$ cat src/rtl/paddle_pkg.sv
// Shared types and helpers for the paddle update engine: FSM states, the
// {x, y} position record and the saturating Y step.
package paddle_pkg;

  localparam int DEF_SCREEN_HEIGHT = 480;
  localparam int DEF_PADDLE_HEIGHT = 100;
  localparam int Y_MAX             = DEF_SCREEN_HEIGHT - DEF_PADDLE_HEIGHT;

  typedef enum logic [1:0] {
    IDLE,
    SETTLE,
    WRITE
  } paddle_state_t;

  typedef struct packed {
    logic [15:0] x;
    logic [15:0] y;
  } paddle_pos_t;

  // Signed 17-bit so an upward step below zero clamps instead of wrapping.
  function automatic logic [15:0] sat_step(
    input logic [15:0] y,
    input logic [15:0] step,
    input logic        up,
    input logic        dn,
    input logic [15:0] y_max = 16'(Y_MAX)
  );
    logic signed [16:0] t;
    t = $signed({1'b0, y});
    if (up && !dn) begin
      t = t - $signed({1'b0, step});
      if (t < 0) t = '0;
    end else if (dn && !up) begin
      t = t + $signed({1'b0, step});
      if (t > $signed({1'b0, y_max})) t = $signed({1'b0, y_max});
    end
    return t[15:0];
  endfunction

endpackage

$ cat src/rtl/paddle_update_engine_rr_arbiter.sv
// Combinational round-robin pick: first requesting channel at or after ptr,
// wrapping modulo NUM_CH.
module rr_arbiter #(
  parameter int NUM_CH = 2,
  parameter int IDX_W  = (NUM_CH > 1) ? $clog2(NUM_CH) : 1
) (
  input  logic [NUM_CH-1:0] req,
  input  logic [IDX_W-1:0]  ptr,
  output logic [IDX_W-1:0]  gnt_idx,
  output logic              gnt_valid
);

  always_comb begin
    gnt_valid = 1'b0;
    gnt_idx   = '0;
    for (int k = 0; k < NUM_CH; k++) begin
      int j;
      j = int'(ptr) + k;
      if (j >= NUM_CH) j = j - NUM_CH;
      if (!gnt_valid && req[j]) begin
        gnt_valid = 1'b1;
        gnt_idx   = IDX_W'(j);
      end
    end
  end

endmodule

$ cat src/rtl/paddle_update_engine.sv
// Multi-player paddle Y engine: captures controller words, applies saturating
// moves round-robin and writes {X, Y} to the frame DPRAM. PADDLE_ACCEL_EN adds step acceleration.
module paddle_update_engine
  import paddle_pkg::*;
#(
  parameter int                   NUM_CH        = 2,
  parameter int                   CMD_W         = 34,
  parameter int                   UP_BIT        = 5,
  parameter int                   DN_BIT        = 4,
  parameter int                   SCREEN_HEIGHT = DEF_SCREEN_HEIGHT,
  parameter int                   PADDLE_HEIGHT = DEF_PADDLE_HEIGHT,
  parameter int                   PADDLE_INC    = 5,
  parameter logic [NUM_CH*16-1:0] PADDLE_X      = {16'd609, 16'd15},
  parameter int                   SETTLE_CYCLES = 10,
  parameter int                   BASE_ADDR     = 0,
  parameter int                   ADDR_STRIDE   = 1
`ifdef PADDLE_ACCEL_EN
  ,
  parameter int                   ACCEL_HOLD    = 4,
  parameter int                   ACCEL_MAX     = 20
`endif
) (
  input  logic                    clk,
  input  logic                    rst_n,
  input  logic [NUM_CH-1:0]       cmd_valid,
  input  logic [NUM_CH*CMD_W-1:0] cmd_data,
  output logic [NUM_CH*32-1:0]    paddle_pos,
  output logic                    wr_en,
  input  logic                    wr_ready,
  output logic [15:0]             wr_addr,
  output logic [31:0]             wr_data,
  output logic [NUM_CH-1:0]       overrun,
  output logic                    busy
);

  localparam int IDX_W  = (NUM_CH > 1) ? $clog2(NUM_CH) : 1;
  localparam int CNT_W  = $clog2(SETTLE_CYCLES + 1);
  localparam int Y_TOP  = SCREEN_HEIGHT - PADDLE_HEIGHT;
  localparam int Y_INIT = Y_TOP / 2;

  paddle_state_t     state_q, state_d;
  logic [NUM_CH-1:0] pending_q, overrun_q, clr;
  logic [1:0]        cmd_reg [NUM_CH];   // {up, dn}: the only bits that move a paddle
  logic [15:0]       y_q [NUM_CH];
  paddle_pos_t       pos [NUM_CH];
  logic [IDX_W-1:0]  rr_ptr_q, gnt_q, gnt_idx;
  logic              gnt_valid, grant;
  logic [CNT_W-1:0]  cnt_q;
  logic [15:0]       step;
  logic              cmd_up, cmd_dn;
  logic              unused_cmd_bits;

  assign unused_cmd_bits = ^cmd_data;

  rr_arbiter #(.NUM_CH(NUM_CH), .IDX_W(IDX_W)) u_arb (
    .req       (pending_q),
    .ptr       (rr_ptr_q),
    .gnt_idx   (gnt_idx),
    .gnt_valid (gnt_valid)
  );

  assign grant   = (state_q == IDLE) && gnt_valid;
  assign cmd_up  = cmd_reg[gnt_idx][1];
  assign cmd_dn  = cmd_reg[gnt_idx][0];
  assign busy    = (state_q != IDLE);
  assign overrun = overrun_q;

  for (genvar i = 0; i < NUM_CH; i++) begin : g_pos
    assign pos[i].x = PADDLE_X[i*16 +: 16];
    assign pos[i].y = y_q[i];
    assign paddle_pos[i*32 +: 32] = pos[i];
  end

  // NOTE: sequential state uses non-blocking (<=) so every flop samples pre-edge values.
  always_ff @(posedge clk or negedge rst_n) begin
    if (!rst_n) state_q <= IDLE;
    else        state_q <= state_d;
  end

  // NOTE: defaults first so no path through this block leaves a signal unassigned (no latch).
  always_comb begin
    state_d = state_q;
    clr     = '0;
    if (grant) clr[gnt_idx] = 1'b1;
    case (state_q)
      IDLE:    if (grant) state_d = SETTLE;
      SETTLE:  if (cnt_q == CNT_W'(SETTLE_CYCLES - 1)) state_d = WRITE;
      WRITE:   if (wr_en && wr_ready) state_d = IDLE;
      default: state_d = IDLE;
    endcase
  end

  // NOTE: cmd_reg is only read while its pending bit is set, so it carries no reset.
  always_ff @(posedge clk) begin
    for (int i = 0; i < NUM_CH; i++)
      if (cmd_valid[i])
        cmd_reg[i] <= {cmd_data[i*CMD_W + UP_BIT], cmd_data[i*CMD_W + DN_BIT]};
  end

  always_ff @(posedge clk or negedge rst_n) begin
    if (!rst_n) begin
      pending_q <= '0;
      overrun_q <= '0;
      rr_ptr_q  <= '0;
      gnt_q     <= '0;
      cnt_q     <= '0;
      wr_en     <= 1'b0;
      wr_addr   <= 16'(BASE_ADDR);
      wr_data   <= '0;
      for (int i = 0; i < NUM_CH; i++) y_q[i] <= 16'(Y_INIT);
    end else begin
      // A fresh word on the channel being granted stays pending without overrun.
      pending_q <= (pending_q & ~clr) | cmd_valid;
      overrun_q <= overrun_q | (cmd_valid & pending_q & ~clr);

      if (grant) begin
        y_q[gnt_idx] <= sat_step(y_q[gnt_idx], step, cmd_up, cmd_dn, 16'(Y_TOP));
        gnt_q        <= gnt_idx;
        rr_ptr_q     <= (gnt_idx == IDX_W'(NUM_CH - 1)) ? '0 : gnt_idx + 1'b1;
        cnt_q        <= '0;
      end else if (state_q == SETTLE) begin
        cnt_q <= cnt_q + 1'b1;
      end

      if (state_q == WRITE && !wr_en) begin
        wr_en   <= 1'b1;
        wr_addr <= 16'(BASE_ADDR + int'(gnt_q) * ADDR_STRIDE);
        wr_data <= pos[gnt_q];
      end else if (wr_en && wr_ready) begin
        wr_en <= 1'b0;
      end
    end
  end

`ifdef PADDLE_ACCEL_EN
  localparam int RUN_W = $clog2(ACCEL_HOLD + 2);

  logic [RUN_W-1:0]  run_q [NUM_CH];
  logic [15:0]       step_q [NUM_CH];
  logic [NUM_CH-1:0] last_up_q;
  logic [RUN_W-1:0]  run_d;
  logic [16:0]       dbl;

  // run_d counts consecutive same-direction moves, saturating just past ACCEL_HOLD.
  always_comb begin
    run_d = '0;
    step  = 16'(PADDLE_INC);
    dbl   = {step_q[gnt_idx], 1'b0};
    if (cmd_up ^ cmd_dn) begin
      if (run_q[gnt_idx] != '0 && last_up_q[gnt_idx] == cmd_up)
        run_d = (run_q[gnt_idx] == RUN_W'(ACCEL_HOLD + 1)) ? run_q[gnt_idx]
                                                            : run_q[gnt_idx] + 1'b1;
      else
        run_d = RUN_W'(1);
      if (run_d > RUN_W'(ACCEL_HOLD))
        step = (dbl > 17'(ACCEL_MAX)) ? 16'(ACCEL_MAX) : dbl[15:0];
    end
  end

  always_ff @(posedge clk or negedge rst_n) begin
    if (!rst_n) begin
      last_up_q <= '0;
      for (int i = 0; i < NUM_CH; i++) begin
        run_q[i]  <= '0;
        step_q[i] <= 16'(PADDLE_INC);
      end
    end else if (grant) begin
      run_q[gnt_idx]     <= run_d;
      step_q[gnt_idx]    <= step;
      last_up_q[gnt_idx] <= cmd_up;
    end
  end
`else
  assign step = 16'(PADDLE_INC);
`endif

endmodule

$ cat config.mk
export PLATFORM = sky130hd
export DESIGN_NAME = paddle_update_engine
export DESIGN_NICKNAME = d
export VERILOG_FILES = /design/src/rtl/paddle_pkg.sv /design/src/rtl/paddle_update_engine_rr_arbiter.sv /design/src/rtl/paddle_update_engine.sv
export SDC_FILE = /design/constraint.sdc
export NUM_CORES = 1
export LEC_CHECK = 0
export BUFFER_PORTS_ARGS = -buffer_cell sky130_fd_sc_hd__buf_4
export CAP_MARGIN = 30
export CORE_ASPECT_RATIO = 1.25
export CORE_UTILIZATION = 45
export DETAILED_ROUTE_END_ITERATION = 7
export PLACE_DENSITY_LB_ADDON = 0.12
export SETUP_SLACK_MARGIN = 0.02
export SLEW_MARGIN = 20
export SYNTH_ARGS = -nofsm -noshare
export SYNTH_HDL_FRONTEND = slang
export SYNTH_HIERARCHICAL = 1
export SYNTH_SLANG_ARGS = --single-unit
$ cat constraint.sdc
create_clock -name clk -period 3.37 [get_ports clk]
set_clock_uncertainty 0.05 [all_clocks]
set_input_delay 0.5055 -clock clk [delete_from_list [all_inputs] [get_ports clk]]
set_output_delay 0.5055 -clock clk [all_outputs]
set_load 0.02 [all_outputs]
==> flow_summary_export.csv <==
group,metric,value,unit
run_status,status,"finished clean",
sta,slew_violations,0,
clock_network,post_cts_resized,0,
worst_setup_path,start_kind,"flip-flop",
worst_setup_path,max_stage_delay,0.46,ns
clock_network,cts_buffers,9,
grt,grt_pass1_wl,21600,um
sta,finalHoldViolCount,0,
floorplan,start_util,46.2,%
layout,post-route-util,55.8,%
sta,grt_setup_unrepaired,"false",
yosys,synth_warnings,6,
sta,setup_viol,0,
worst_setup_path,end_kind,"flip-flop",
hold_path,min_path_type,"input port to async pin",
power,total_leakage_power,2.66,nW
layout,nets,722,
clock_network,insertion_delay,0.34,ns
worst_setup_path,crit_slowest_cell,"a2111o_1",
power,vdd.ir_drop.worst,0.000447,V
grt,track_usage,25.3,%
yosys,ys_seq_elements,68,
yosys,synth.distinct_cells,76,
worst_setup_path,critical_path_class,"flip-flop to flip-flop",
yosys,synth_area_per_cell,8.96,sq um
yosys,synth_top_family_by_area,"compound AO/OA/AOI/OAI gates",
clock_network,tritoncts,"done",
worst_setup_path,reg2regPathDepth,10,
sta,slew_headroom,45.6,%
layout,mostFrequentLayoutCells,"buf_4, conb_1, nand2_1",
sta,fin_crit_sh,95.2,%
worst_setup_path,r2r-start,"pending_q[1]$_DFF_PN0_",
placement,dpl_cell_area,5590,sq um
floorplan,coreArea,10600,sq um
grt,grt_pass1_vias,3980,
placement,gp_congestion,0.908,
clock_network,htreeDepth,3,
worst_setup_path,cp_top_family,"compound AO/OA/AOI/OAI gates",
floorplan,top_level_ports,189,
clock_network,clkSlewWorstSetupHoldPaths,0.05,ns
clock_network,cts_root_buf,"clkbuf_16",
drt,drt-wirelength-per-cell,17.3,um
sta,finalSetupTns,0,ns
yosys,synth_edf_count,4,
worst_setup_path,worstPathRequired,3.58,ns
yosys,seq_area_frac_synth,35.6,%
grt,grt-ovfl-total,0,
yosys,synth_simple_gate_area_share,17.7,%
clock_network,cts_buffer_depth,2,
yosys,syn-cell-area,4880,sq um
drt,vias_per_cell,5.48,
sta,hold_slack,0.217,ns
layout,diodes,0,
sta,fmax,312,MHz
yosys,muxShareOfSynthArea,9.23,%
drt,num_vias,4279,
layout,drive_above_1_share,27.4,%
sta,finalWorstPathRequiredPeriod,3.21,ns
grt,antenna_found_initial,0,
floorplan,num_rows,42,
worst_setup_path,path_buf_inv,2,
sta,tightestPinTransition,0.816,ns
drt,wl,13500,um
run,drv_cap,0,
worst_setup_path,r2r_slack,0.16,ns
clock_network,postCtsSetupRepairBufs,0,
yosys,synth-adder-area-share,1.28,%
worst_setup_path,crit_arrival,3.42,ns
worst_setup_path,cp_num_cells,10,
worst_setup_path,r2r_end,"paddle_pos[36]$_DFFE_PN1P_",
yosys,synth-compound-area-share,20.7,%
worst_setup_path,worstSetupStartpoint,"pending_q[1]$_DFF_PN0_",
power,power.density,1100,nW/um^2
grt,grt_max_degree,65,
drt,first_iter_violations,332,
layout,largest_reg_flops,32,
placement,portBuffers,68,
placement,hpwl,9960,um
layout,synthToLayoutAreaGrowth,20.8,%
yosys,synthXorXnorAreaFrac,2.51,%
worst_setup_path,path_max_fanout,17,
drt,dr.pass1.iters,5,
floorplan,die_h,118,um
yosys,synthFlopType,"dfrtp_1",
drt,remaining_drc_errors,0,
layout,layout_commonest_cell,"buf_4",
floorplan,die_w,95.2,um
layout,fillers,967,
clock_network,cts_hold_buffers,0,
worst_setup_path,crit_end,"paddle_pos[36]$_DFFE_PN1P_",
yosys,async_reset_ff_share,94.1,%
worst_setup_path,worstPathCellList,"a21boi_4 > buf_4 > mux2_2 > a211oi_1 > o211ai_1 > a2111o_1 > a2111oi_4 > a211oi_1 > buf_4 > o21ai_1",
yosys,netlist_instances,545,
layout,final_area,5900,sq um
floorplan,dieArea,11300,sq um
drt,ant_nets,0,
clock_network,cts_num_sinks,68,
## how the worst min path moves through the flow
stage / slack, ns / depth (start not counted) / to
CTS: 0.26 / 1 / wr_data[11]$_DFFE_PN0P_
global placement: 0.40 / 1 / wr_data[16]$_DFFE_PN0P_
floorplan: 0.16 / 0 / cnt_q[0]$_DFFE_PN0P_
finish: 0.22 / 1 / wr_data[11]$_DFFE_PN0P_
global route: 0.29 / 1 / cmd_reg[0][0]$_DFFE_PP_
detailed placement: 0.41 / 1 / wr_data[16]$_DFFE_PN0P_
## power breakdown
group / leakage (nW) / internal, mW / switching, mW
sequential: 0.826 / 1.16 / 0.446
combinational: 1.69 / 1.73 / 2.21
clock: 0.149 / 0.610 / 0.348
total: 2.66 / 3.50 / 3.01
## metrics by stage
stage	power, mW	std cells	setup slack, ns
after detailed placement	5.53	765	0.181
after floorplan	4.11	599	0.0386
after global placement	5.44	764	0.247
final	6.51	781	0.161
after CTS	6.51	781	0.179
after global routing	6.97	781	0.0207
## cell usage after synthesis, types with 3 or more instances
master	n	area, sq um
dfrtp_1	52	1300
o221ai_1	4	35.0
dfstp_2	12	315
nand4_1	5	31.3
a31oi_1	9	56.3
nor3b_1	5	37.5
mux2i_1	29	290
a21oi_1	28	140
nor2b_1	5	31.3
nor2_1	42	158
xnor2_1	13	114
nand3_1	14	70.1
mux2_2	6	67.6
o21ai_0	41	205
and2_1	3	18.8
and3_1	6	37.5
o211ai_1	7	52.6
edfxtp_1	4	120
o31ai_1	3	22.5
nor3_1	14	70.1
nand3b_1	6	45.0
ha_1	5	62.6
a211oi_1	7	52.6
o2111ai_1	3	26.3
a21o_1	8	60.1
clkbuf_1	19	71.3
o22ai_1	3	18.8
nand4b_1	3	26.3
mux2i_2	4	55.1
inv_1	8	30.0
nand2_1	54	203
o21ai_1	4	20.0
buf_4	61	458
nand2b_1	6	37.5
## logic make-up after synthesis
| logic type | count (synthesis) |
|---|---|
| and+or+nand+nor | 173 |
| AOI/OAI and AO/OA | 148 |
| buffers and inverters | 94 |
| DFF | 68 |
| muxes | 41 |
| xor gates and xnor gates | 14 |
| adders and majority gates | 5 |
| other | 2 |
## cell type report
type                       count  area [sq um]  share of cell area [%]
timing repair buffer         120           921                    15.6
sequential                    68          1740                    29.5
clock inverter                 4          47.5                   0.806
tap                          132           165                    2.80
multi-input combinational    437          2740                    46.5
inverter                       8          30.0                   0.509
clock buffer                  12           256                    4.35
## per-layer routing
layer,track usage (%),wire (um),vias up
li1,-,-,2051
met1,35.6,6060,2035
met2,38.2,6340,167
met3,3.47,723,26
met4,11.3,385,0
met5,0,0,-
Note: power is estimated with default switching activity, not from simulation.
